$ cat src/rtl/spi_master_cfg.sv
// SPI master with per-transfer CPOL/CPHA, chip-select index and a fixed sclk divider.
// Define SPI_LOOPBACK_EN to feed the internal mosi back into the receive shifter instead of miso.
module spi_master_cfg #(
  parameter int DATA_W  = 8,
  parameter int NUM_CS  = 2,
  parameter int CLK_DIV = 2,
  localparam int CS_W   = (NUM_CS > 1) ? $clog2(NUM_CS) : 1
) (
  input  logic              clk,
  input  logic              rst,
  input  logic              start,
  input  logic [DATA_W-1:0] din,
  input  logic [CS_W-1:0]   cs_sel,
  input  logic              cpol,
  input  logic              cpha,
  input  logic              miso,
  output logic              sclk,
  output logic              mosi,
  output logic [NUM_CS-1:0] cs_n,
  output logic [DATA_W-1:0] dout,
  output logic              busy,
  output logic              done
);

  localparam logic [2:0] IDLE  = 3'd0;
  localparam logic [2:0] SETUP = 3'd1;
  localparam logic [2:0] XFER  = 3'd2;
  localparam logic [2:0] HOLD  = 3'd3;
  localparam logic [2:0] DONE  = 3'd4;

  localparam int DIV_W  = (CLK_DIV > 1) ? $clog2(CLK_DIV) : 1;
  localparam int EDGE_W = $clog2(2 * DATA_W);
  localparam logic [DIV_W-1:0]  DIV_LAST  = DIV_W'(CLK_DIV - 1);
  localparam logic [EDGE_W-1:0] EDGE_LAST = EDGE_W'(2 * DATA_W - 1);

  logic [2:0]        state;
  logic [DIV_W-1:0]  div_cnt;
  logic [EDGE_W-1:0] edge_cnt;
  logic              cpha_q;
  logic [CS_W-1:0]   cs_q;
  logic [DATA_W-1:0] tx_sr;
  logic [DATA_W-1:0] rx_sr;
  logic              mosi_en;
  logic              accept;
  logic              div_tick;
  logic              lead_edge;
  logic              last_edge;
  logic              sample_now;
  logic              rx_bit;

  assign accept     = (state == IDLE) && start && ({1'b0, cs_sel} < (CS_W + 1)'(NUM_CS));
  assign div_tick   = (div_cnt == DIV_LAST);
  // Edges are numbered from 0: even indices are leading edges, odd are trailing.
  assign lead_edge  = ~edge_cnt[0];
  assign last_edge  = (edge_cnt == EDGE_LAST);
  assign sample_now = cpha_q ? ~lead_edge : lead_edge;

  assign mosi = mosi_en & tx_sr[DATA_W-1];
  assign busy = (state != IDLE);
  assign done = (state == DONE);
  assign cs_n = (state == SETUP || state == XFER || state == HOLD) ?
                ~(NUM_CS'(1) << cs_q) : '1;

`ifdef SPI_LOOPBACK_EN
  assign rx_bit = mosi;
`else
  assign rx_bit = miso;
`endif

  always_ff @(posedge clk or negedge rst) begin
    if (!rst) begin
      state    <= IDLE;
      div_cnt  <= '0;
      edge_cnt <= '0;
      cpha_q   <= 1'b0;
      cs_q     <= '0;
      tx_sr    <= '0;
      rx_sr    <= '0;
      mosi_en  <= 1'b0;
      sclk     <= 1'b0;
      dout     <= '0;
    end else begin
      case (state)
        IDLE: begin
          if (accept) begin
            state    <= SETUP;
            div_cnt  <= '0;
            edge_cnt <= '0;
            cpha_q   <= cpha;
            cs_q     <= cs_sel;
            sclk     <= cpol;
            tx_sr    <= din;
            rx_sr    <= '0;
            // With cpha=0 the MSB must already be on mosi before the first leading edge.
            mosi_en  <= ~cpha;
          end
        end
        SETUP: begin
          if (div_tick) begin
            state   <= XFER;
            div_cnt <= '0;
          end else begin
            div_cnt <= div_cnt + DIV_W'(1);
          end
        end
        XFER: begin
          if (div_tick) begin
            div_cnt  <= '0;
            sclk     <= ~sclk;
            edge_cnt <= edge_cnt + EDGE_W'(1);
            if (sample_now) begin
              rx_sr <= {rx_sr[DATA_W-2:0], rx_bit};
            end
            if (cpha_q) begin
              if (lead_edge) begin
                if (edge_cnt == '0) begin
                  mosi_en <= 1'b1;
                end else begin
                  tx_sr <= {tx_sr[DATA_W-2:0], 1'b0};
                end
              end
            end else if (!lead_edge && !last_edge) begin
              tx_sr <= {tx_sr[DATA_W-2:0], 1'b0};
            end
            if (last_edge) begin
              state <= HOLD;
            end
          end else begin
            div_cnt <= div_cnt + DIV_W'(1);
          end
        end
        HOLD: begin
          if (div_tick) begin
            state   <= DONE;
            div_cnt <= '0;
            dout    <= rx_sr;
            mosi_en <= 1'b0;
          end else begin
            div_cnt <= div_cnt + DIV_W'(1);
          end
        end
        DONE: begin
          state <= IDLE;
        end
        default: begin
          state <= IDLE;
        end
      endcase
    end
  end

endmodule

$ cat config.mk
export PLATFORM = sky130hd
export DESIGN_NAME = spi_master_cfg
export DESIGN_NICKNAME = d
export VERILOG_FILES = /design/src/rtl/spi_master_cfg.sv
export SDC_FILE = /design/constraint.sdc
export NUM_CORES = 1
export LEC_CHECK = 0
export CAP_MARGIN = 20
export CORE_ASPECT_RATIO = 1.5
export CORE_MARGIN = 3
export CORE_UTILIZATION = 52
export CTS_CLUSTER_SIZE = 25
export DETAILED_ROUTE_END_ITERATION = 12
export MAX_ROUTING_LAYER = met4
export PLACE_DENSITY = 0.8
export SYNTH_ARGS = -nofsm -noshare
export SYNTH_HDL_FRONTEND = slang
export SYNTH_SLANG_ARGS = --single-unit
$ cat constraint.sdc
create_clock -name clk -period 2.6 [get_ports clk]
set_input_delay 0.52 -clock clk [delete_from_list [all_inputs] [get_ports clk]]
set_output_delay 0.52 -clock clk [all_outputs]
set_load 0.05 [all_outputs]
Yosys cells after proc, flatten, opt, wreduce, memory -nomap -nowiden
Index checks and enable logic that the tools add are counted.
W data, S select, Z words.
{ "word_totals": {"ff_bits": 36, "output_inout_bits": 14} }
{ "classes": {"add_sub_neg": 2, "n_eq_ne": 17, "shifts": 1, "n_mux": 35, "n_bitwise": 5, "n_reduce_logical": 20} }
{ "ops": {"columns": ["operator", "count"], "rows": [
  ["$mux W8", 9],
  ["$pmux W8 S2", 2],
  ["$ne A2 B2 Y1 const B", 8],
  ["$mux W3", 5],
  ["$pmux W3 S4", 1],
  ["$mux W1", 11],
  ["$mux W4", 2],
  ["$pmux W4 S2", 1],
  ["$reduce_and A7 Y1", 1],
  ["$eq A3 B2 Y1 const B", 2],
  ["$ne A3 B3 Y1 const B", 2],
  ["$reduce_and A2 Y1", 3],
  ["$reduce_and A6 Y1", 1],
  ["$reduce_bool A3 Y1", 2],
  ["$reduce_and A5 Y1", 1],
  ["$add A4 B1 Y4 const B", 1],
  ["$eq A4 B4 Y1 const B", 1],
  ["$logic_not A4 Y1", 1],
  ["$pmux W1 S2", 2],
  ["$reduce_and A4 Y1", 1],
  ["$reduce_bool A2 Y1", 2],
  ["$eq A3 B1 Y1 const B", 1],
  ["$eq A3 B3 Y1 const B", 1],
  ["$logic_not A3 Y1", 1],
  ["other kinds (14)", 18]
]} }

Longest topological paths before layout
{ "logic_depth": {"ltp_word": 7, "depth_mapped": 6, "depth_no_buf": 6} }

Least setup slack after synthesis
No wires, ideal clock.
{ "synth_timing": {"kind": "flip-flop to flip-flop", "startpoint": "register state[0]", "endpoint": "register tx_sr[1]", "arrival_time_ps": 1969, "required_ps": 2475, "path_slack_ps": 506, "stages_incl_launch_ff": 6, "path_buffers": 1, "period_less_slack_ps": 2094, "path_cell_list": "dfrtp_1 > buf_6 > or3_1 > or2_2 > o41ai_4 > mux2_2"} }
{ "synth_via": {"elab_chain_cells": 4, "elab_cells_between_ends": 11} }
{ "synth_lines": {"columns": ["element", "line_no", "rtl"], "rows": [
  ["start, declared", "36", "logic [2:0] state;"],
  ["start signal, assigned", "72", "state <= IDLE;"],
  ["start signal, assigned", "86", "state <= SETUP;"],
  ["start signal, assigned", "100", "state <= XFER;"],
  ["$logic_not A3 Y1", "51, 83", null],
  ["$logic_and A1 B1 Y1", "51", "assign accept = (state == IDLE) && start && ({1'b0, cs_sel} < (CS_W + 1)'(NUM_CS));"],
  ["$ne A2 B2 Y1 (no source line)", null, null],
  ["$reduce_and A6 Y1 (no source line)", null, null],
  ["end signal, assigned", "92", "tx_sr <= din;"],
  ["end signal, assigned", "119", "tx_sr <= {tx_sr[DATA_W-2:0], 1'b0};"],
  ["end signal, assigned", "123", "tx_sr <= {tx_sr[DATA_W-2:0], 1'b0};"],
  ["end, declared", "41", "logic [DATA_W-1:0] tx_sr;"]
]} }
Parallel ways exist; a longest one is shown, timed or not.
A chain may end at the register's enable or synchronous reset.

Worst setup path after layout
{ "layout_timing": {"startpoint": "register state[1]", "endpoint": "output busy"} }
{ "layout_via": {"elab_chain_cells": 1} }
{ "layout_lines": {"columns": ["element", "line_no", "rtl"], "rows": [
  ["$reduce_bool A3 Y1", "59", "assign busy = (state != IDLE);"],
  ["end, declared", "21", "output logic busy,"]
]} }
No other way between the ends.

==> flow_metrics.py <==
metrics = {
    "synthesis": {
        "syn_nets": 179,
        "ys.flop_type": "dfrtp_1",
        "synth_edf_count": 0,
        "ys_ff_latch": 36,
        "ys_warn_count": 0,
        "ys_types": 32,
        "syn-instance-count": 161,
        "synthArstFlopShare_pct": 100,
        "yosysSeqAreaShare_pct": 51.8,
        "synth_area_sq_um": 1740,
        "syn-mean-instance-area_sq_um": 10.8,
    },
    "job": {
        "cap_violations": 0,
    },
    "min_path": {
        "hold_class": "flop to flop",
        "hp-start": "sclk$_DFFE_PN0P_",
    },
    "critical_path": {
        "path_class": "flop to output port",
        "crit_start": "state[1]$_DFFE_PN0P_",
        "startpoint_type": "flop",
        "crit_required_ns": 2.08,
        "crit_arrival_ns": 1.95,
        "critPathMaxFanout": 13,
        "end_kind": "output port",
        "reg2reg_from": "edge_cnt[0]$_DFFE_PN0P_",
    },
    "final_layout": {
        "drive_gt1_share_pct": 21.4,
        "design_area_sq_um": 2170,
        "post-route-util_pct": 67.9,
        "nNetsFinal": 209,
        "mostFrequentLayoutCells": "36 x dfrtp_1, 30 x nand2_1, 25 x clkdlybuf4s50_1, 24 x mux2_2, 13 x o21ai_0",
        "synthToLayoutAreaGrowth_pct": 24.7,
        "final_common_cell": "dfrtp_1",
        "antenna_cells": 0,
    },
    "sta": {
        "post-route-period-util_pct": 95.0,
        "rsz0062_at_grt": "false",
        "max_freq_mhz": 405,
        "slew_headroom_pct": 59.1,
        "setup_ws_ns": 0.129,
        "final-setup-viol-count": 0,
        "final_max_slew_viol_count": 0,
        "fin_crit_ns": 2.47,
        "tightestPinTransition_ns": 0.610,
        "clock_skew_ns": 0.00374,
        "hold_viol": 0,
        "tns_ns": 0,
    },
    "grt": {
        "grt_pass1_wl_microns": 5810,
        "antenna_found_initial": 0,
        "grt.overflow.total": 0,
        "grt_max_degree": 37,
        "track_usage_pct": 20.1,
        "grt_pass1_vias": 1325,
    },
    "placed_design": {
        "dp_hpwl_microns": 2440,
        "port_buffers": 28,
        "place_area_sq_um": 2050,
        "dpl_worst_slack_ns": 0.134,
        "gp_congestion": 0.902,
    },
    "floorplanning": {
        "die_h_microns": 76.8,
        "rows": 25,
        "initial_core_util_pct": 54.5,
        "io_pins": 29,
        "die_w_microns": 53.2,
        "coreArea_sq_um": 3190,
        "dieArea_sq_um": 4090,
    },
    "clock_network": {
        "path_clk_slew_ns": 0.07,
        "cts_tree": "yes",
        "clock_sinks": 36,
        "cts-root-buf": "clkbuf_8",
        "cts_buffer_depth": 2,
        "cts_max_level": 2,
        "cts_hold_buf": 0,
        "clock_latency_ns": 0.28,
        "post_cts_buffers": 0,
        "cts_made_buffers": 5,
    },
    "route": {
        "drtIter0Drc": 26,
        "via_per_inst": 5.48,
        "firstDrtPassIters": 4,
        "postRouteAntennaNets": 0,
        "routedWlPerCell_microns": 14.3,
        "drc": 0,
        "wl_microns": 3310,
        "num_vias": 1271,
    },
    "pwr": {
        "power.density_nw_per_um2": 1180,
        "irDropWorstVdd_v": 0.000944,
        "p_leak_nw": 0.993,
    },
    "status": {
        "outcome": "completed",
    },
}
-- state kept, by name (all words and copies together), names as in the netlist --
name	cells
dout	8
rx_sr	8
tx_sr	8
edge_cnt	4
state	3
cpha_q	1
cs_q	1
div_cnt	1
mosi_en	1
sclk	1
-- metrics by stage --
stage          total power, mW  std cells  hold WS [ns]
3_3_place_gp              2.05        224         0.463
5_1_grt                   2.74        232         0.522
3_5_place_dp              2.11        224         0.473
2_1_floorplan             1.79        161         0.224
6_report                  2.56        232         0.483
4_1_cts                   2.59        232         0.493
-- critical path, cell delays in order (launching register included) --
cell             delay (ns)
dfrtp_1                0.52
or3_1                  0.43
clkdlybuf4s50_1        0.72
-- repair_timing --
item / in CTS / in global routing
endpoints found under the setup margin: 0 / 3
endpoints found under the hold margin: 0 / 0
gates resized for setup: 0 / 3
-- cell type report --
| type | instances | area (sq um) |
|---|---|---|
| Sequential cell | 36 | 901 |
| Multi-Input combinational cell | 112 | 779 |
| Clock inverter | 2 | 35.0 |
| Fill cell | 274 | 1020 |
| Inverter | 5 | 18.8 |
| Tap cell | 40 | 50.0 |
| Timing Repair Buffer | 31 | 310 |
| Clock buffer | 6 | 72.6 |
-- cell families (layout without fill, tap and decap cells) --
family          count (synthesis)  count (layout)  synth area share, %
simple gates                   57              57                 15.6
flops                          36              36                 51.8
mux                            24              24                 15.6
buf+inv                        13              44                 3.60
xor+xnor                        2               2                 1.01
compound gates                 26              26                 10.3
fa+ha+maj                       3               3                 2.16
-- path summary, 6_finish.rpt --
kind / slack (ns) / end / depth (start not counted)
worst max-delay path: 0.13 / busy / 2
worst min-delay path: 0.48 / sclk$_DFFE_PN0P_ / 1
worst max register to register: 0.52 / tx_sr[6]$_DFFE_PN0P_ / 5
worst min register to register: 0.48 / sclk$_DFFE_PN0P_ / 1
max in group asynchronous: 1.64 / rx_sr[1]$_DFFE_PN0P_ / 2
min in group asynchronous: 0.64 / edge_cnt[2]$_DFFE_PN0P_ / 2
-- routing by layer --
| metal | vias up | routed length, microns | GRT usage (%) |
|---|---|---|---|
| li1 | 609 | - | - |
| met1 | 618 | 1320 | 22.3 |
| met2 | 36 | 1740 | 31.6 |
| met3 | 8 | 174 | 6.02 |
| met4 | 0 | 76 | 10.2 |
| met5 | - | 0 | - |
-- synthesized netlist by cell type (2+ instances only) --
cell type,number,area [sq um]
and2_1,2,12.5
nor2_1,7,26.3
inv_1,5,18.8
xor2_1,2,17.5
nor3_1,2,10.0
clkbuf_1,2,7.51
dfrtp_1,36,901
nand2_1,30,113
mux2_2,24,270
a32o_1,2,20.0
buf_2,5,25.0
nor2b_1,2,12.5
o41ai_1,2,17.5
a21oi_1,4,20.0
or3_1,2,12.5
or2_2,2,12.5
o21ai_0,13,65.1
nand3_1,2,10.0
o31ai_1,2,15.0
ha_1,3,37.5
-- power breakdown --
group | leakage, nW | switching (mW) | internal (mW) | total, mW
sequential | 0.469 | 0.183 | 0.738 | 0.921
combinational | 0.469 | 0.661 | 0.507 | 1.17
clock | 0.0552 | 0.190 | 0.284 | 0.474
total | 0.993 | 1.03 | 1.53 | 2.56
Power figures use the tool's default switching activity.
